### src/rtl/time_event_sched_if.sv
// Bus bundle for time_event_sched: time input, command write port, status and event outputs.
// The master drives time and commands; the slave is the scheduler itself.
interface time_event_sched_if #(
  parameter int DEPTH = 8,
  parameter int PW    = 16
);
  localparam int CW = $clog2(DEPTH) + 1;

  logic          clr;
  logic [31:0]   tq;
  logic          wr_en;
  logic [31:0]   wr_time;
  logic [PW-1:0] wr_data;
  logic          full;
  logic          empty;
  logic [CW-1:0] count;
  logic          ev_stb;
  logic [PW-1:0] ev_data;
  logic [31:0]   ev_time;
  logic          ev_late;
  logic          ovf;
  logic [15:0]   late_cnt;

  modport master (
    output clr, tq, wr_en, wr_time, wr_data,
    input  full, empty, count, ev_stb, ev_data, ev_time, ev_late, ovf, late_cnt
  );

  modport slave (
    input  clr, tq, wr_en, wr_time, wr_data,
    output full, empty, count, ev_stb, ev_data, ev_time, ev_late, ovf, late_cnt
  );
endinterface

### src/rtl/time_event_sched.sv
// Time-tagged event scheduler: queues (time, payload) commands and fires a one-cycle
// strobe when the registered time counter reaches the head command's target time.
module time_event_sched #(
  parameter int DEPTH = 8,
  parameter int PW    = 16
) (
  input  logic              clk,
  input  logic              rst,
  time_event_sched_if.slave bus
);
  localparam int AW = $clog2(DEPTH);

  typedef enum logic {ARMED, FIRE} state_t;

  state_t        state;
  logic [31:0]   tq_r;
  logic [31:0]   mem_time [DEPTH];
  logic [PW-1:0] mem_data [DEPTH];
  logic [AW:0]   wr_ptr;
  logic [AW:0]   rd_ptr;
  logic [AW:0]   wr_ptr_nxt;
  logic [AW:0]   rd_ptr_nxt;
  logic [AW:0]   count_nxt;
  logic [31:0]   head_time;
  logic [PW-1:0] head_data;
  logic [31:0]   diff;
  logic          due;
  logic          push;
  logic          pop;

  // Modulo-2^32 difference keeps the due test correct across counter wrap.
  always_comb begin
    head_time  = mem_time[rd_ptr[AW-1:0]];
    head_data  = mem_data[rd_ptr[AW-1:0]];
    diff       = tq_r - head_time;
    due        = !bus.empty && !diff[31];
    push       = bus.wr_en && !bus.full && !bus.clr;
    pop        = (state == ARMED) && due && !bus.clr;
    wr_ptr_nxt = push ? wr_ptr + 1'b1 : wr_ptr;
    rd_ptr_nxt = pop  ? rd_ptr + 1'b1 : rd_ptr;
    count_nxt  = wr_ptr_nxt - rd_ptr_nxt;
  end

  always_ff @(posedge clk) begin
    if (push) begin
      mem_time[wr_ptr[AW-1:0]] <= bus.wr_time;
      mem_data[wr_ptr[AW-1:0]] <= bus.wr_data;
    end
  end

  always_ff @(posedge clk) begin
    tq_r <= bus.tq;
    if (rst) begin
      state        <= ARMED;
      wr_ptr       <= '0;
      rd_ptr       <= '0;
      bus.count    <= '0;
      bus.full     <= 1'b0;
      bus.empty    <= 1'b1;
      bus.ovf      <= 1'b0;
      bus.ev_stb   <= 1'b0;
      bus.ev_late  <= 1'b0;
      bus.ev_data  <= '0;
      bus.ev_time  <= '0;
      bus.late_cnt <= '0;
    end else begin
      // The late counter tracks strobes already issued, so a flush does not suppress it.
      if (bus.ev_stb && bus.ev_late && bus.late_cnt != 16'hFFFF)
        bus.late_cnt <= bus.late_cnt + 16'd1;

      if (bus.clr) begin
        state     <= ARMED;
        wr_ptr    <= '0;
        rd_ptr    <= '0;
        bus.count <= '0;
        bus.full  <= 1'b0;
        bus.empty <= 1'b1;
        bus.ovf   <= 1'b0;
        bus.ev_stb <= 1'b0;
      end else begin
        if (bus.wr_en && bus.full)
          bus.ovf <= 1'b1;
        wr_ptr     <= wr_ptr_nxt;
        rd_ptr     <= rd_ptr_nxt;
        bus.count  <= count_nxt;
        bus.full   <= (count_nxt == (AW+1)'(DEPTH));
        bus.empty  <= (count_nxt == '0);
        bus.ev_stb <= 1'b0;
        // FIRE is a one-cycle gap so the due test sees the advanced head.
        case (state)
          ARMED: begin
            if (due) begin
              bus.ev_stb  <= 1'b1;
              bus.ev_data <= head_data;
              bus.ev_time <= head_time;
              bus.ev_late <= (diff != 32'd0);
              state       <= FIRE;
            end
          end
          FIRE:    state <= ARMED;
          default: state <= ARMED;
        endcase
      end
    end
  end
endmodule

### src/flat_wrapper.sv
// flat-port wrapper written by rule: the top's interface ports become plain ports
module time_event_sched_flat 
#(
  parameter int DEPTH = 8,
  parameter int PW    = 16
)
  (clk, rst, bus_clr, bus_tq, bus_wr_en, bus_wr_time, bus_wr_data, bus_full, bus_empty, bus_count, bus_ev_stb, bus_ev_data, bus_ev_time, bus_ev_late, bus_ovf, bus_late_cnt);
  time_event_sched_if #(.DEPTH(DEPTH), .PW(PW)) bus_i ();
  input  logic clk;
  input  logic rst;
  input wire logic [$bits(bus_i.clr)-1:0] bus_clr;
  input wire logic [$bits(bus_i.tq)-1:0] bus_tq;
  input wire logic [$bits(bus_i.wr_en)-1:0] bus_wr_en;
  input wire logic [$bits(bus_i.wr_time)-1:0] bus_wr_time;
  input wire logic [$bits(bus_i.wr_data)-1:0] bus_wr_data;
  output wire logic [$bits(bus_i.full)-1:0] bus_full;
  output wire logic [$bits(bus_i.empty)-1:0] bus_empty;
  output wire logic [$bits(bus_i.count)-1:0] bus_count;
  output wire logic [$bits(bus_i.ev_stb)-1:0] bus_ev_stb;
  output wire logic [$bits(bus_i.ev_data)-1:0] bus_ev_data;
  output wire logic [$bits(bus_i.ev_time)-1:0] bus_ev_time;
  output wire logic [$bits(bus_i.ev_late)-1:0] bus_ev_late;
  output wire logic [$bits(bus_i.ovf)-1:0] bus_ovf;
  output wire logic [$bits(bus_i.late_cnt)-1:0] bus_late_cnt;
  assign bus_i.clr = bus_clr;
  assign bus_i.tq = bus_tq;
  assign bus_i.wr_en = bus_wr_en;
  assign bus_i.wr_time = bus_wr_time;
  assign bus_i.wr_data = bus_wr_data;
  assign bus_full = bus_i.full;
  assign bus_empty = bus_i.empty;
  assign bus_count = bus_i.count;
  assign bus_ev_stb = bus_i.ev_stb;
  assign bus_ev_data = bus_i.ev_data;
  assign bus_ev_time = bus_i.ev_time;
  assign bus_ev_late = bus_i.ev_late;
  assign bus_ovf = bus_i.ovf;
  assign bus_late_cnt = bus_i.late_cnt;
  time_event_sched #(.DEPTH(DEPTH), .PW(PW)) u_core (.clk(clk), .rst(rst), .bus(bus_i));
endmodule
### config.mk
export PLATFORM = sky130hd
export DESIGN_NAME = time_event_sched_flat
export DESIGN_NICKNAME = d
export VERILOG_FILES = /design/src/rtl/time_event_sched_if.sv /design/src/rtl/time_event_sched.sv /design/src/flat_wrapper.sv
export SDC_FILE = /design/constraint.sdc
export NUM_CORES = 1
export LEC_CHECK = 0
export CORE_AREA = 3 3 228 230
export DETAILED_ROUTE_END_ITERATION = 8
export DIE_AREA = 0 0 231 233
export GPL_ROUTABILITY_DRIVEN = 1
export PLACE_DENSITY_LB_ADDON = 0.2
export SKIP_LAST_GASP = 1
export SYNTH_ARGS = -nofsm -noshare
export SYNTH_HDL_FRONTEND = slang
export SYNTH_SLANG_ARGS = --single-unit
### constraint.sdc
create_clock -name clk -period 6.9 [get_ports clk]
set_clock_uncertainty 0.15 [all_clocks]
set_input_delay 1.035 -clock clk [delete_from_list [all_inputs] [get_ports clk]]
set_output_delay 1.035 -clock clk [all_outputs]
set_load 0.02 [all_outputs]
* Word level (Yosys, flattened, before mapping)
Memory sizes are Yosys's and may differ from the RTL's. A register that Yosys moved wholly into a read port is not among the register bits.
Cells that the tools add are included.
Widths: inputs -> output; s select.
** Operators by class
- Add/subtract/negate cells :: 5
- Equality and inequality tests :: 2
- Multiplexer cells :: 7
- Bitwise operators :: 2
- Reductions and logical operators :: 17
** Operator list (number)
- $reduce_bool 32->1 :: 1
- $sub 32x32->32 :: 1
- $add 16x1->16 const B :: 1
- $ne 16x16->1 const B :: 1
- $add 4x1->4 const B :: 2
- $logic_and 1x1->1 :: 8
- $mux 4 :: 2
- $eq 4x4->1 const B :: 1
- $logic_not 1->1 :: 4
- $logic_not 4->1 :: 1
- $sub 4x4->4 :: 1
- $mux 1 :: 3
- $mux 3 :: 1
- $reduce_and 3->1 :: 1
- $reduce_or 3->1 :: 1
- $not 1->1 :: 2
- $pmux 1 s2 :: 1
- $reduce_or 2->1 :: 1
** Word-level totals
- Register bits after elaboration :: 98
- RAM bits :: 384
- Input bits :: 84
- Output and inout bits :: 73
- Logic and storage cells :: 47
- Memories :: 2
** Memories
- u_core.mem_time :: depth 8, width 32, read ports 1, clocked after memory_dff 1, wr ports 1, line time_event_sched.sv:17 : logic [31:0] mem_time [DEPTH];
- u_core.mem_data :: depth 8, width 16, read ports 1, clocked after memory_dff 1, wr ports 1, line time_event_sched.sv:18 : logic [PW-1:0] mem_data [DEPTH];

* Logic depth before layout (Yosys ltp)
- Depth in word-level cells :: 8
- Depth in mapped cells :: 23
- Depth with buffers taken out :: 18

* Worst setup path after synthesis
No wires, ideal clock.
- Path kind :: flip-flop to flip-flop
- Start point :: register u_core.rd_ptr[0]
- End point :: register u_core.bus.full
- Library setup time :: 131 ps
- Data arrival time :: 5435 ps
- Required time :: 6619 ps
- Path slack :: 1185 ps
- Stages on the path, launching flop included :: 24
- Buffers on the path :: 6
- Clock period less this slack :: 5715 ps
- Cell sequence :: dfxtp_1 buf_2 buf_2 buf_1 mux4_2 mux2i_1 ha_1 clkbuf_1 a21oi_1 o21ai_0 a21o_1 a21oi_1 o221ai_1 or4b_1 nand2_2 buf_6 buf_6 mux2i_2 ha_1 a21o_1 a21oi_1 xnor2_1 xnor3_1 nor4b_2
** On the way
- Word-level cells in the longest chain between the ends :: 4
** RTL lines
- start: declaration :: line time_event_sched.sv:20 : logic [AW:0] rd_ptr;
- start signal: assignment :: line time_event_sched.sv:84 : rd_ptr <= rd_ptr_nxt;
- $add 4x1->4 :: line time_event_sched.sv:40 : rd_ptr_nxt = pop ? rd_ptr + 1'b1 : rd_ptr;
- $mux 4 (*) :: line time_event_sched.sv:40
- $sub 4x4->4 (*) :: line time_event_sched.sv:41 : count_nxt = wr_ptr_nxt - rd_ptr_nxt;
- $eq 4x4->1 (*) :: line time_event_sched.sv:86 : bus.full <= (count_nxt == (AW+1)'(DEPTH));
- end signal: assignment :: line time_event_sched.sv:86
- end: declaration :: line time_event_sched_if.sv:31 : output full, empty, count, ev_stb, ev_data, ev_time, ev_late, ovf, late_cnt
Every way passes the cells marked *; elsewhere a longest branch is shown, timed or not.
A chain may end at the register's enable or synchronous reset.

* Worst setup path in the final report
Same ends and word-level chain as after synthesis.

==> out/metrics.cfg <==
[placed_design]
hpwl_mm=29.1
place_ws_ps=1100
port_buffers=156
place.gp.congestion=0.868

[synthesis]
yosysWarningCount=0
synth_area_um2=20100
dominantRegCellSynth=edfxtp_1
synth_edf_count=384
syn_inst=1188
async_flop_share_pct=0
synth_seq_cells=497
synth_area_per_cell_um2=16.9
syn_nets=1311
synth.distinct_cells=66
yosysSeqAreaShare_pct=68.8

[floorplan]
initial_utilization_pct=40.1
dieWidth_um=231
num_rows=82
die_h_um=233
die_area_um2=53800
core_um2=50100
ios=157

[global_route]
grt_max_degree=55
track_usage_pct=17.9
grt_remaining_overflow=0
antenna_found_initial=2
grt_pass1_vias=11592
grt_pass1_wl_mm=72.1

[sta]
setup_ws_ps=1130
drv_slew=0
rsz0062_at_grt=false
period_share_pct=83.7
setup_tns_ps=0
final_hold_viol_count=0
whs_ps=337
tightest_slew_ps=1180
clock.fmax_ghz=0.173
max-slew-margin-rel_pct=21.0
min_period_ps=5770
setup_violations=0

[routing]
wl_mm=47.5
dr.pass1.iters=6
wire_per_inst_um=22.8
ant_nets=0
via_per_inst=5.28
vias=10981
drc=0
drtIter0Drc=703

[run_status]
outcome=finished, final reports clean

[finish]
fillers=4324
drive_gt1_share_pct=18.9
area_growth_pct=21.4
final_nets=1484

[worst_setup_path]
worst-path-buf-inv=1
startpoint_type=flip-flop
critPathMaxFanout=21
critPathMaxStageDelay_ps=620
crit_start=u_core.rd_ptr[0]$_SDFF_PP0_
cp.required_ps=7220
arrival_ps=6090
rr_endpoint=u_core.bus.full$_SDFF_PP0_
path_cells=buf_4 > mux4_2 > mux2i_1 > ha_1 > a21oi_1 > o221ai_1 > nand2_1 > a21oi_2 > or4b_1 > nand2_4 > mux2i_2 > ha_1 > a21o_1 > a21oi_1 > xnor2_1 > xnor3_1 > nor4b_2
r2r_setup_slack_ps=1130
critical_path.top_delay_family=simple AND/OR/NAND/NOR gates
slowest_stage=dfxtp_4
r2r_cells=17
reg2reg_from=u_core.rd_ptr[0]$_SDFF_PP0_
crit_type=reg2reg
cp-end-kind=flip-flop

[clock_network]
tritoncts=built
post_cts_buffers=0
h-tree-depth=2
cts_num_sinks=497
cts_resized=0
cts_root_buf=clkbuf_16
clock_latency_ps=600
path_clk_slew_ps=60
clockBufferDepth=3
numCtsBuffers=51
cts_hold_buf=0

[job]
cap_violations=0

[hold_path]
min_from=u_core.bus.ovf$_SDFFE_PP0P_
min_to=u_core.bus.ovf$_SDFFE_PP0P_
hold_depth=2
hold_path.class=reg2reg

[power]
p_leak_nw=7.75
vdd_drop_max_mv=0.244
p_total_mw=6.64
power_density_nw_per_um2=273

[synth_stat cells, drive strengths merged (4+ instances only)]
library cell	number	share of area [%]
a21oi	40	1.0
nand2b	5	0.16
nor4b	5	0.25
ha	37	2.3
nor3	8	0.20
buf	25	0.76
nand4	13	0.44
and2	6	0.19
mux4	96	11
a211oi	52	2.7
inv	14	0.26
clkbuf	36	0.67
xnor2	15	0.65
or2	4	0.12
xor2	22	0.96
nand2	40	0.76
o211ai	4	0.17
mux2	5	0.28
dfxtp	113	11
o21ai	24	0.60
nand3	11	0.27
mux2i	52	2.6
nor2	101	1.9
a21o	13	0.49
edfxtp	384	57
a31oi	11	0.42
[worst max-delay path by stage]
stage	endpoint	cells past startpoint
finish	u_core.bus.full$_SDFF_PP0_	17
global route	u_core.bus.full$_SDFF_PP0_	18
CTS	u_core.bus.full$_SDFF_PP0_	18
detailed placement	u_core.bus.full$_SDFF_PP0_	18
global placement	u_core.bus.full$_SDFF_PP0_	17
floorplan	u_core.bus.full$_SDFF_PP0_	23
[sequential cells by signal, indices dropped and copies added, names as in the netlist]
name                 flops
u_core.tq_r             32
u_core.bus.ovf           1
u_core.wr_ptr            4
u_core.bus.late_cnt     16
u_core.bus.empty         1
u_core.bus.count         4
u_core.state             1
u_core.bus.ev_late       1
u_core.rd_ptr            4
u_core.mem_time        256
u_core.bus.ev_data      16
u_core.bus.ev_time      32
u_core.bus.full          1
u_core.mem_data        128
[metrics by stage]
stage	cells	utilization [%]	instance area (um2)
after detailed placement	1980	44.9	22500
after CTS	2076	48.6	24300
after global routing	2076	48.6	24300
final	2078	48.6	24300
after global placement	1980	44.9	22500
after floorplan	1188	-	20100
[layout by cell type (no fill, tap or decap), drive strengths merged, types with 37 or more instances in the layout]
cell type	n
clkdlybuf4s50	155
ha	37
clkbuf	77
nand2	40
a211oi	52
mux2i	52
nor2	101
mux4	96
edfxtp	384
dfxtp	113
a21oi	40
[tightest hold or removal path: cells and delay by family (launching register included)]
kind	cells	cell delay, ps
DFF	1	340
AOI/OAI and AO/OA	1	40
and+or+nand+nor	1	70
[routing by layer]
metal	track usage, %	wire [um]
met1	24.5	21300
met2	29.0	22600
met3	3.70	2510
met4	5.48	1080
met5	0	0
[power breakdown]
group	total (mW)	internal, mW	switching (mW)
Combinational	0.409	0.173	0.236
Clock	2.95	1.80	1.15
Sequential	3.28	3.26	0.0212
[cell type report]
cell class                      count  area [um2]  area share (%)
Sequential cell                   497       13800            56.7
Timing Repair Buffer              181        1800            7.38
Clock inverter                     19         292            1.20
Tap cell                          672         841            3.45
Antenna cell                        2        5.00          0.0206
Clock buffer                       77        1570            6.44
Multi-Input combinational cell    616        5990            24.6
Inverter                           14        52.6           0.216
[cells by family after synthesis]
kind of cell	after synthesis	share of synthesized area, %
simple gates	214	5.05
flops	497	68.8
buf+inv	75	1.70
mux	153	13.7
compound gates	172	6.59
fa+ha+maj	39	2.51
xor+xnor	38	1.73
Power figures use the tool's default switching activity.
